`config.mk`:
```
export PLATFORM = sky130hd
export DESIGN_NAME = fetch_queue
export DESIGN_NICKNAME = d
export VERILOG_FILES = /design/src/rtl/fetch_queue.sv
export SDC_FILE = /design/constraint.sdc
export NUM_CORES = 1
export LEC_CHECK = 0
export ABC_AREA = 1
export ABC_CLOCK_PERIOD_IN_PS = 5200
export CAP_MARGIN = 5
export CORE_MARGIN = 1
export CORE_UTILIZATION = 49
export CTS_BUF_LIST = sky130_fd_sc_hd__clkbuf_4
export CTS_CLUSTER_SIZE = 25
export DETAILED_ROUTE_END_ITERATION = 8
export GPL_TIMING_DRIVEN = 0
export MAX_ROUTING_LAYER = met4
export PLACE_DENSITY_LB_ADDON = 0.08
export SLEW_MARGIN = 5
export SYNTH_ARGS = -nofsm -noshare
export SYNTH_HDL_FRONTEND = slang
export SYNTH_SLANG_ARGS = --single-unit
```
`constraint.sdc`:
```
create_clock -name clk -period 5.2 [get_ports clk]
set_input_delay 1.04 -clock clk [delete_from_list [all_inputs] [get_ports clk]]
set_output_delay 1.04 -clock clk [all_outputs]
set_load 0.01 [all_outputs]
```
`src/rtl/fetch_queue.sv`:
```
// fetch_queue
//    Decoupling buffer between the fetch stage and decode. Holds up to DEPTH
//    (pc, instr) pairs in arrival order and presents the oldest one to decode
//    combinationally (show-ahead). Fetch stalls only when the queue is full.
//    A flush (branch/jump redirect) discards every entry at the next edge.
//
// Ports
//    clk      in   clock, all state updates on the rising edge
//    reset    in   synchronous active-high, empties the queue
//    f_valid  in   fetch presents a valid pair
//    f_pc     in   PC of the presented instruction
//    f_instr  in   instruction word read at f_pc
//    f_ready  out  queue can accept; drives the PC register enable
//    flush    in   redirect, discards all entries
//    d_valid  out  head entry valid
//    d_pc     out  PC of the head entry (RESET_PC when empty)
//    d_instr  out  instruction of the head entry (0 / nop when empty)
//    d_ready  in   decode consumes the head this cycle
//    count    out  current occupancy, 0..DEPTH

module fetch_queue #(
   parameter int          DEPTH    = 4,
   parameter int          PTR_W    = 2,
   parameter logic [31:0] RESET_PC = 32'h0000_3000
) (
   input  logic             clk,
   input  logic             reset,
   input  logic             f_valid,
   input  logic [31:0]      f_pc,
   input  logic [31:0]      f_instr,
   output logic             f_ready,
   input  logic             flush,
   output logic             d_valid,
   output logic [31:0]      d_pc,
   output logic [31:0]      d_instr,
   input  logic             d_ready,
   output logic [PTR_W:0]   count
);

   localparam logic [PTR_W:0] FULL_CNT = (PTR_W+1)'(DEPTH);

   logic [63:0]      mem_q [DEPTH];
   logic [PTR_W-1:0] wr_ptr_q, wr_ptr_d;
   logic [PTR_W-1:0] rd_ptr_q, rd_ptr_d;
   logic [PTR_W:0]   cnt_q,    cnt_d;
   logic             push, pop;
   logic [63:0]      head;

   // Handshakes depend on registered occupancy only, so a full queue refuses
   // a push even when decode pops in the same cycle.
   assign f_ready = (cnt_q != FULL_CNT);
   assign d_valid = (cnt_q != '0);
   assign push    = f_valid & f_ready & ~flush;
   assign pop     = d_valid & d_ready & ~flush;

   assign head    = mem_q[rd_ptr_q];
   assign d_pc    = d_valid ? head[63:32] : RESET_PC;
   assign d_instr = d_valid ? head[31:0]  : 32'h0000_0000;
   assign count   = cnt_q;

   always_comb begin
      wr_ptr_d = wr_ptr_q;
      rd_ptr_d = rd_ptr_q;
      cnt_d    = cnt_q;
      if (flush) begin
         wr_ptr_d = '0;
         rd_ptr_d = '0;
         cnt_d    = '0;
      end else begin
         if (push) wr_ptr_d = wr_ptr_q + PTR_W'(1);
         if (pop)  rd_ptr_d = rd_ptr_q + PTR_W'(1);
         if (push && !pop)      cnt_d = cnt_q + (PTR_W+1)'(1);
         else if (pop && !push) cnt_d = cnt_q - (PTR_W+1)'(1);
      end
   end

   always_ff @(posedge clk) begin
      if (reset) begin
         wr_ptr_q <= '0;
         rd_ptr_q <= '0;
         cnt_q    <= '0;
      end else begin
         wr_ptr_q <= wr_ptr_d;
         rd_ptr_q <= rd_ptr_d;
         cnt_q    <= cnt_d;
      end
   end

   // Storage has no reset; entries are only observed while counted valid.
   always_ff @(posedge clk) begin
      if (push && !reset) mem_q[wr_ptr_q] <= {f_pc, f_instr};
   end

endmodule
```
==> impl_metrics.ini <==
[worst_setup_path]
crit_arrival_ns = 2.70
path_max_fanout = 10
r2r_end = mem_q[1][6]
worst-setup-path-type = reg -> out
rrSetupSlack_ns = 2.65
slowest_delay_ns = 0.58
end_kind = output pin
endpoint = d_instr[3]
r2r-start = count[0]
reg2reg_depth = 9
cp_cell_sequence = inv_2 -> buf_6 -> clkbuf_1 -> o21ai_0 -> a21oi_1 -> clkdlybuf4s50_1
critPathLaunchType = flop
critPathSlowestCell = clkdlybuf4s50_1
crit_required_ns = 4.16

[drt]
antenna_left = 0
route.detailed.drc = 0
wl_per_cell_um = 17.1
vias = 7029
viasPerCell = 5.15
routed_wl_mm = 23.4
drt_iter0_drc = 409
drt_first_pass_iters = 5

[pwr]
leakagePower_nw = 4.60
power_frac_clock_pct = 38.9
internal-power_mw = 3.43
vdd_drop_max_mv = 0.168
power_frac_seq_pct = 54.1
power_density_mw_per_mm2 = 331
sw_frac_of_total_pct = 21.6
share_comb_of_total_power_pct = 7.0
net-switching-power_mw = 0.948

[sta]
finalCritPeriodShare_pct = 71.9
drv_slew = 0
setup_violations = 0
slew-limit-headroom_pct = 48.2
rsz0062_at_grt = false
finalHoldViolCount = 0
period_needed_ns = 3.74
tightestPinTransition_ns = 0.775
skew_ns = 0.0221
setup_tns_ns = 0
fmax_mhz = 267

[job]
drv_cap = 0

[hold_path]
hold_path.class = reg -> reg
min-delay-start = rd_ptr_q[0]

[die]
die_area_sq_mm = 0.0219
die_x_um = 148
die_h_um = 148
ioPinCount = 138
num_rows = 53
placeableCoreArea_sq_mm = 0.0210
initial_core_util_pct = 49.9

[clock_tree]
cts-buffers-inserted = 68
clockBufferDepth = 3
clkSinkCount = 265
clk_latency_ns = 0.62
cts_hold_buffers = 0
ctsResizeCount = 0
h-tree-depth = 3
ctsRootBufferMaster = clkbuf_4
cts_setup_buffers = 0
cts.clk_slew.worst_paths_ns = 0.07
cts_tree = built

[place]
dpl.hpwl_mm = 14.1
gp_congestion = 0.742
placement.io_buffers = 137
dp.cells = 1250

[cells_and_area]
fin_util_pct = 63.1
multiInputGateArea_sq_mm = 0.00222
regArea_sq_mm = 0.00787
fin_nets = 1120
area_growth_pct = 26.6
drive_gt1_share_pct = 14.1
nFillCells = 1676
stdcell_count = 1366

[grt]
antenna_found_initial = 1
grt_usage_pct = 22.5
grt_pass1_vias = 6699
grt_overflow = 0
grt_start_max_net_pins = 29
grt_pass1_wl_mm = 35.5

[status]
status = complete, no violations

[synth]
synth_cell_types = 19
avgSynthCellArea_sq_um = 12.6
syn_area_sq_mm = 0.0105
synth_cells = 829
syn_nets = 904
yosysSeqAreaShare_pct = 75.3
ys_seq_elements = 265
yosys_warnings = 0
-- state kept, by name (all words and copies together) (netlist names), named ones only --
register / count
rd_ptr_q: 2
wr_ptr_q: 2
mem_q: 256
count: 3
-- synth_stat cells --
master / number / share of area [%]
clkbuf_1: 10 / 0.36
buf_2: 13 / 0.62
inv_1: 16 / 0.57
buf_6: 16 / 1.7
a21oi_1: 72 / 3.4
nand3b_1: 1 / 0.072
nand3_1: 4 / 0.19
buf_4: 2 / 0.14
buf_1: 6 / 0.22
o21ai_1: 7 / 0.34
nor2_1: 262 / 9.4
dfxtp_1: 9 / 1.7
xor2_1: 1 / 0.084
edfxtp_1: 256 / 74
fa_1: 1 / 0.19
inv_2: 3 / 0.11
ha_1: 5 / 0.60
o21ai_0: 119 / 5.7
nand2_1: 26 / 0.93
-- placed cells by master (no fill, tap or decap), drive strengths merged, types with 4 or more instances in the layout --
master           n
clkinv          11
dfxtp            9
o21ai          126
edfxtp         256
ha               5
inv             23
nand2           26
clkdlybuf4s50  137
buf             46
nand3            4
clkbuf         109
a21oi           72
nor2           262
-- per-stage QoR --
stage / area [sq um] / worst slack (ns) / power, mW / hold WS [ns]
after floorplan: 10500 / 0.716 / 2.53 / 0.467
after global placement: 12200 / -2.14 / 2.72 / 0.494
after detailed placement: 12400 / 1.82 / 2.72 / 0.497
after CTS: 13200 / 1.47 / 4.43 / 0.507
after global routing: 13200 / 1.30 / 4.56 / 0.545
final: 13200 / 1.46 / 4.38 / 0.503
-- final cells by class --
class	instances	share of cell area (%)
Buffer	47	2.42
Tap cell	275	2.60
Multi-Input combinational cell	498	16.8
Clock buffer	99	5.62
Sequential cell	265	59.5
Inverter	19	0.539
Antenna cell	1	0.0189
Clock inverter	16	0.681
Timing Repair Buffer	146	11.8
-- critical path, delay by kind of cell (launching register included) --
family	cells	cell delay [ns]
buf+inv	4	1.28
compound gates	2	0.45
flops	1	0.34
-- worst min-delay path by stage --
stage                             end  slack, ns  cells after the start
after floorplan                  flop       0.47                      2
after global placement    rd_ptr_q[1]       0.49                      2
after detailed placement  rd_ptr_q[0]       0.50                      2
after CTS                 rd_ptr_q[0]       0.51                      2
after global routing      rd_ptr_q[0]       0.54                      2
final                     rd_ptr_q[0]       0.50                      2
-- power by group through the flow --
stage | Clock (mW) | Combinational (mW) | Sequential (mW)
2_1_floorplan | 0 | 0.111 | 2.42
3_3_place_gp | 0 | 0.297 | 2.42
3_5_place_dp | 0 | 0.306 | 2.42
4_1_cts | 1.75 | 0.308 | 2.37
5_1_grt | 1.86 | 0.331 | 2.37
6_report | 1.70 | 0.305 | 2.37
-- layer usage --
| metal | global-route usage, % | part of all wire, % |
|---|---|---|
| met1 | 29.0 | 43 |
| met2 | 34.8 | 48 |
| met3 | 5.00 | 7.3 |
| met4 | 8.71 | 1.8 |
| met5 | - | 0 |
-- kinds of logic after synthesis --
| family | share of synthesized area (%) |
|---|---|
| AOI/OAI and AO/OA | 9.48 |
| xor gates and xnor gates | 0.0838 |
| adders and majority gates | 0.790 |
| buffers and inverters | 3.75 |
| DFF | 75.3 |
| and+or+nand+nor | 10.6 |
Power figures use the tool's default switching activity.
